**config.mk**
```make
export PLATFORM = sky130hd
export DESIGN_NAME = pwm_capture
export DESIGN_NICKNAME = d
export VERILOG_FILES = /design/src/rtl/pwm_capture.sv
export SDC_FILE = /design/constraint.sdc
export NUM_CORES = 1
export LEC_CHECK = 0
export ABC_CLOCK_PERIOD_IN_PS = 1700
export BUFFER_PORTS_ARGS = -buffer_cell sky130_fd_sc_hd__buf_2
export CORE_MARGIN = 4
export CORE_UTILIZATION = 53
export CTS_BUF_LIST = sky130_fd_sc_hd__clkbuf_8 sky130_fd_sc_hd__clkbuf_16
export DETAILED_ROUTE_END_ITERATION = 16
export PLACE_DENSITY = 0.76
export SYNTH_ARGS = -nofsm -noshare
export SYNTH_HDL_FRONTEND = slang
export SYNTH_SLANG_ARGS = --single-unit
```
**constraint.sdc**
```tcl
create_clock -name clk -period 1.7 [get_ports clk]
set_input_delay 0.51 -clock clk [delete_from_list [all_inputs] [get_ports clk]]
set_output_delay 0.51 -clock clk [all_outputs]
set_load 0.1 [all_outputs]
```
**src/rtl/pwm_capture.sv**
```systemverilog
// rtl/pwm_capture.sv - single-channel PWM period/high-time decoder with AXI-Stream sample output

module pwm_capture #(
    parameter int          CNT_WIDTH          = 16,
    parameter int          FILTER_LEN         = 3,
    parameter int unsigned TIMEOUT            = 16'hFFFF,
    parameter bit          INPUT_ACTIVE_LEVEL = 1'b1
) (
    input  logic                   clk,
    input  logic                   rstn,
    input  logic                   pwm_in,
    output logic [2*CNT_WIDTH-1:0] m_axis_tdata,
    output logic                   m_axis_tvalid,
    input  logic                   m_axis_tready,
    output logic                   level_out,
    output logic                   timeout,
    output logic                   overrun
);

    // Pin level that maps to act=0; the synchronizer resets to it so a
    // freshly reset block sees an inactive input on either polarity.
    localparam logic ACT_INV  = (INPUT_ACTIVE_LEVEL == 1'b0);
    localparam logic IDLE_PIN = ACT_INV;

    // Filter run counter only needs to count up to FILTER_LEN-1.
    localparam int                RUN_W    = (FILTER_LEN > 1) ? $clog2(FILTER_LEN) : 1;
    localparam logic [RUN_W-1:0]  RUN_LAST = RUN_W'(FILTER_LEN - 1);

    localparam logic [CNT_WIDTH-1:0] TIMEOUT_CNT = CNT_WIDTH'(TIMEOUT);
    localparam logic [CNT_WIDTH-1:0] CNT_ONE     = CNT_WIDTH'(1);

    localparam logic [0:0] ST_IDLE    = 1'b0;
    localparam logic [0:0] ST_MEASURE = 1'b1;

    logic                 sync_1;
    logic                 sync_2;
    logic                 act;
    logic                 lvl;
    logic                 lvl_d;
    logic [RUN_W-1:0]     run_cnt;
    logic                 rise;
    logic                 fall;

    logic [0:0]           state;
    logic [CNT_WIDTH-1:0] p_cnt;
    logic [CNT_WIDTH-1:0] h_cnt;
    logic [CNT_WIDTH-1:0] h_lat;
    logic                 fall_seen;
    logic                 timeout_r;

    logic                 emit;
    logic [2*CNT_WIDTH-1:0] emit_data;

    logic [2*CNT_WIDTH-1:0] tdata_r;
    logic                   tvalid_r;
    logic                   overrun_r;

    // Two-flop synchronizer for the asynchronous PWM pin.
    always_ff @(posedge clk) begin
        if (!rstn) begin
            sync_1 <= IDLE_PIN;
            sync_2 <= IDLE_PIN;
        end else begin
            sync_1 <= pwm_in;
            sync_2 <= sync_1;
        end
    end

    assign act = sync_2 ^ ACT_INV;

    // Glitch filter: accept a new level only after FILTER_LEN consecutive
    // disagreeing samples; any agreeing sample restarts the run.
    always_ff @(posedge clk) begin
        if (!rstn) begin
            lvl     <= 1'b0;
            run_cnt <= '0;
        end else if (act == lvl) begin
            run_cnt <= '0;
        end else if (run_cnt == RUN_LAST) begin
            lvl     <= act;
            run_cnt <= '0;
        end else begin
            run_cnt <= run_cnt + RUN_W'(1);
        end
    end

    // Delayed filtered level for edge detection.
    always_ff @(posedge clk) begin
        if (!rstn) begin
            lvl_d <= 1'b0;
        end else begin
            lvl_d <= lvl;
        end
    end

    assign rise = lvl & ~lvl_d;
    assign fall = ~lvl & lvl_d;

    // A sample exists only when a full period (rise, fall, rise) was seen.
    assign emit      = (state == ST_MEASURE) && rise && fall_seen;
    assign emit_data = {h_lat, p_cnt};

    // Measurement state machine: counters are loaded to 1 on a rise so that
    // a period of T filtered cycles reads back as exactly T.
    always_ff @(posedge clk) begin
        if (!rstn) begin
            state     <= ST_IDLE;
            p_cnt     <= '0;
            h_cnt     <= '0;
            h_lat     <= '0;
            fall_seen <= 1'b0;
            timeout_r <= 1'b0;
        end else begin
            case (state)
                ST_IDLE: begin
                    if (rise) begin
                        state     <= ST_MEASURE;
                        p_cnt     <= CNT_ONE;
                        h_cnt     <= CNT_ONE;
                        fall_seen <= 1'b0;
                        timeout_r <= 1'b0;
                    end
                end
                ST_MEASURE: begin
                    if (rise) begin
                        // Rise without a prior fall cannot survive the filter;
                        // it is handled as a plain reload.
                        p_cnt     <= CNT_ONE;
                        h_cnt     <= CNT_ONE;
                        fall_seen <= 1'b0;
                        timeout_r <= 1'b0;
                    end else if (p_cnt == TIMEOUT_CNT) begin
                        state     <= ST_IDLE;
                        timeout_r <= 1'b1;
                    end else begin
                        p_cnt <= p_cnt + CNT_ONE;
                        if (!fall_seen) begin
                            h_cnt <= h_cnt + CNT_ONE;
                        end
                        if (fall) begin
                            h_lat     <= h_cnt;
                            fall_seen <= 1'b1;
                        end
                    end
                end
                default: begin
                    state <= ST_IDLE;
                end
            endcase
        end
    end

    // Output register: one-deep AXIS slot; a sample arriving while the
    // previous beat is stalled is dropped and flagged, never overwritten.
    always_ff @(posedge clk) begin
        if (!rstn) begin
            tdata_r   <= '0;
            tvalid_r  <= 1'b0;
            overrun_r <= 1'b0;
        end else begin
            overrun_r <= 1'b0;
            if (emit) begin
                if (!tvalid_r || m_axis_tready) begin
                    tdata_r  <= emit_data;
                    tvalid_r <= 1'b1;
                end else begin
                    overrun_r <= 1'b1;
                end
            end else if (m_axis_tready) begin
                tvalid_r <= 1'b0;
            end
        end
    end

    assign m_axis_tdata  = tdata_r;
    assign m_axis_tvalid = tvalid_r;
    assign level_out     = lvl;
    assign timeout       = timeout_r;
    assign overrun       = overrun_r;

endmodule

```
==> impl_results.rst <==
.. list-table::
   :header-rows: 1

   * - Metric
     - Value
   * - Run status
     - complete, no violations
   * - Most area-hungry cell type in the Yosys netlist
     - dfxtp_1
   * - Slew at the pin closest to its max-slew limit
     - 0.491 ns
   * - Data required time of the critical path
     - 1.19 ns
   * - Sum of buffers and inverters on the critical path
     - 1
   * - Area of the multi-input gates
     - 1980 um^2
   * - Max-slew violation count
     - 0
   * - Post-detailed-route DRC marker count
     - 0
   * - Hold Crit Endpoint
     - sync_1
   * - Worst slew slack as a fraction of its limit
     - 67.5%
   * - Number of levels in the clock H-tree
     - 3
   * - Kind of start point of the critical path
     - flip-flop
   * - Summed instance area of the synthesized netlist
     - 3930 um^2
   * - Total Routed Length
     - 8.28 mm
   * - Layout overhead on the synthesized area
     - 20.2%
   * - Clk pwr share
     - 39.6%
   * - Count of fill cells added during filler insertion
     - 623
   * - Clock transition at the register clock pins on the worst setup and hold paths after CTS
     - 0.08 ns
   * - Cell count after synthesis
     - 450
   * - Power density over the cells
     - 770 nW/um^2
   * - Top-area cell type share of the netlist area
     - 46.4%
   * - Number of core rows
     - 31
   * - Hold-fix buffers, CTS
     - 0
   * - Register area
     - 1830 um^2
   * - Type of destination of the critical path
     - output port
   * - Number of global-route vias before repair
     - 3108
   * - Cell Chain, Critical Path
     - buf_2
   * - Starting utilization of the core area
     - 54.5%
   * - Number of optimization iterations in the first detailed-route pass
     - 4
   * - Biggest area contributors in the synthesized netlist
     - dfxtp_1 (46%), nand2_1 (11%), a21boi_1 (6.1%)
   * - R2R Setup Slk
     - 0.03 ns
   * - Clock root cell
     - clkbuf_8
   * - Critical path class
     - reg2out
   * - Internal Dissipation
     - 2.87 mW
   * - Delay of the slowest cell on the worst path
     - 0.43 ns
   * - Largest net degree at the start of global routing
     - 33
   * - Smallest setup slack after layout
     - 0.0344 ns
   * - Summed area of non-filler cells in the final layout
     - 4730 um^2
   * - Clock buffer count from CTS
     - 9
   * - Dominant delay contributor by cell family on the critical path
     - buffers and inverters
   * - Max-cap viol count
     - 0
   * - Endpoint of the lowest-slack register-to-register path
     - h_cnt[5]
   * - Library cell with the highest instance count after synthesis
     - nand2_1
   * - Leakage power figure
     - 1.83 nW
   * - Part of the power in combinational logic
     - 1.9%
   * - Die W
     - 94.1 um
   * - Fraction of layout cells with a size suffix above 1
     - 24.8%
   * - Crit Path Max Fanout
     - 6
   * - Worst Skew
     - 0.0111 ns
   * - Chip Height
     - 94.1 um
   * - Gpl congestion
     - 0.852
   * - Inserted Diodes
     - 0
   * - Worst IR drop on VDD
     - 539 uV
   * - I/O Buffers
     - 39
   * - Post-DP Area
     - 4460 um^2
   * - Area of the die
     - 8860 um^2
   * - Non-filler instance count after layout
     - 624
   * - Minimum clock period
     - 1.67 ns
   * - Worst reg2reg path depth
     - 7
   * - Initial antenna violation count
     - 0
   * - Core area
     - 7210 um^2
   * - Number of library cell types mapped by synthesis
     - 49
   * - Seq/Total Area, Yosys
     - 46.4%
   * - Remaining antenna violation count
     - 0
   * - Relative contribution of sequential cells to total power
     - 58.6%
   * - Clock latency at the later pin of the worst-skew pair
     - 0.36 ns
   * - First-pass GRT wire length
     - 13.9 mm
   * - Achievable clock frequency
     - 600 MHz
   * - Yosys warning total
     - 0
   * - Leading cell types by count after synthesis
     - nand2_1 (116), dfxtp_1 (91), a21boi_1 (32), nor2_1 (28), a21boi_0 (17)
   * - Overall power consumption
     - 3.64 mW
   * - Global-route usage over all layers
     - 19.6%
   * - Syn_area_per_cell
     - 8.73 um^2
   * - Placed wire-length estimate
     - 5.81 mm
   * - HP Class
     - in2reg
   * - Final cell utilization of the core
     - 65.5%
   * - Leftover overflow at the end of global routing
     - 0
   * - Clock Path Buffers
     - 2
   * - Number of top-level pins
     - 40
   * - Final net count
     - 529
   * - Worst setup timing slack at the placement stage
     - -0.0751 ns
   * - Vias
     - 3278
   * - Net Switching
     - 770 uW
   * - Launch instance of the worst min-delay path
     - pwm_in
   * - Leading register cell type out of synthesis
     - dfxtp_1
   * - Vias per Instance
     - 5.25
   * - Number of flip-flops and latches in the synthesized netlist
     - 91
   * - Net Count, Synth
     - 459
   * - Number of synthesized flops with an enable pin
     - 0
   * - First DRT Iteration DRCs
     - 158
   * - Hold Fails Final Rpt
     - 0
   * - Post-placement cell count
     - 603
   * - FFs w/ async S/R, synth
     - 0%
   * - Arrival time reported for the critical path endpoint
     - 1.16 ns
   * - Routed wire length per instance
     - 13.3 um
   * - Ratio of final minimum period to clock period
     - 98.0%
   * - Beginning of the worst register-to-register path
     - p_cnt[0]
   * - Final setup violating endpoints
     - 0
   * - TritonCTS clock tree
     - built
   * - Worst path slowest cell
     - buf_2
   * - Clock sink count
     - 91
   * - Worst hold path cell count
     - 2
   * - Net Sw Frac
     - 21.2%
state kept, by name, indices dropped and copies added, names as in the netlist, 2 cells and up:
name and flops:
m_axis_tdata 32, h_cnt 16, p_cnt 16, h_lat 16, run_cnt 2
cell families (layout without fill, tap and decap cells):
group	Yosys count	count (layout)	synth area share, %
AO/OA/AOI/OAI	82	82	14.6
XOR/XNOR	20	20	4.46
adder cells (fa/ha/maj)	5	5	1.59
buffers and inverters	32	107	3.98
flip-flops	91	91	46.4
multiplexers	2	2	0.509
AND/OR/NAND/NOR	218	218	28.5
stage by stage:
stage	setup TNS, ns	hold WS (ns)
after floorplan	-1.42	0.392
after global placement	0	0.401
after detailed placement	-0.632	0.410
after CTS	0	0.348
after global routing	-0.0366	0.356
final	0	0.355
layout by cell type (no fill, tap or decap), drive strengths merged, types with 9 or more instances in the layout:
master,count
buf,85
nor3,10
nand3,13
clkbuf,10
xnor2,15
inv,9
dfxtp,91
nand2,116
o21ai,10
a21boi,49
nor2,30
area by class of cell:
type | count | share of cell area (%)
clock buffers | 10 | 2.91
well taps | 99 | 2.62
repair buffers | 85 | 12.3
multi-input cells | 327 | 41.8
flip-flops and latches | 91 | 38.7
clock inverters | 6 | 1.19
inverters | 6 | 0.477
how the worst max path moves through the flow:
| stage | start | end | slack (ns) | depth (start not counted) |
|---|---|---|---|---|
| after global placement | p_cnt[0] | h_lat[14] | 0.002 | 6 |
| after floorplan | level_out | m_axis_tdata[0] | -0.06 | 6 |
| final | level_out | level_out | 0.03 | 1 |
| after CTS | p_cnt[1] | h_cnt[13] | 0.009 | 6 |
| after detailed placement | p_cnt[0] | h_lat[13] | -0.08 | 6 |
| after global routing | h_cnt[0] | h_cnt[10] | -0.02 | 5 |
power groups by stage:
stage	Sequential (mW)	Combinational (mW)	Clock (mW)
finish	2.13	0.0689	1.44
global route	2.13	0.0763	1.55
CTS	2.13	0.0693	1.46
detailed placement	2.18	0.0690	0
global placement	2.18	0.0679	0
floorplan	2.18	0.0473	0
timing repair:
action | 4_1_cts | 5_1_grt
endpoints found under the setup margin | 17 | 22
resized for setup | 1 | 6
setup buffers | 0 | 5
gates cloned | 0 | 0
pin swaps | 1 | 0
metal layers:
layer | GRT usage [%] | up-vias | wire (um)
met4 | 7.94 | 0 | 147
met1 | 25.0 | 1540 | 3830
met2 | 32.2 | 59 | 3990
met5 | 0 | - | 0
met3 | 4.17 | 15 | 309
li1 | - | 1664 | -
Power figures use the tool's default switching activity.
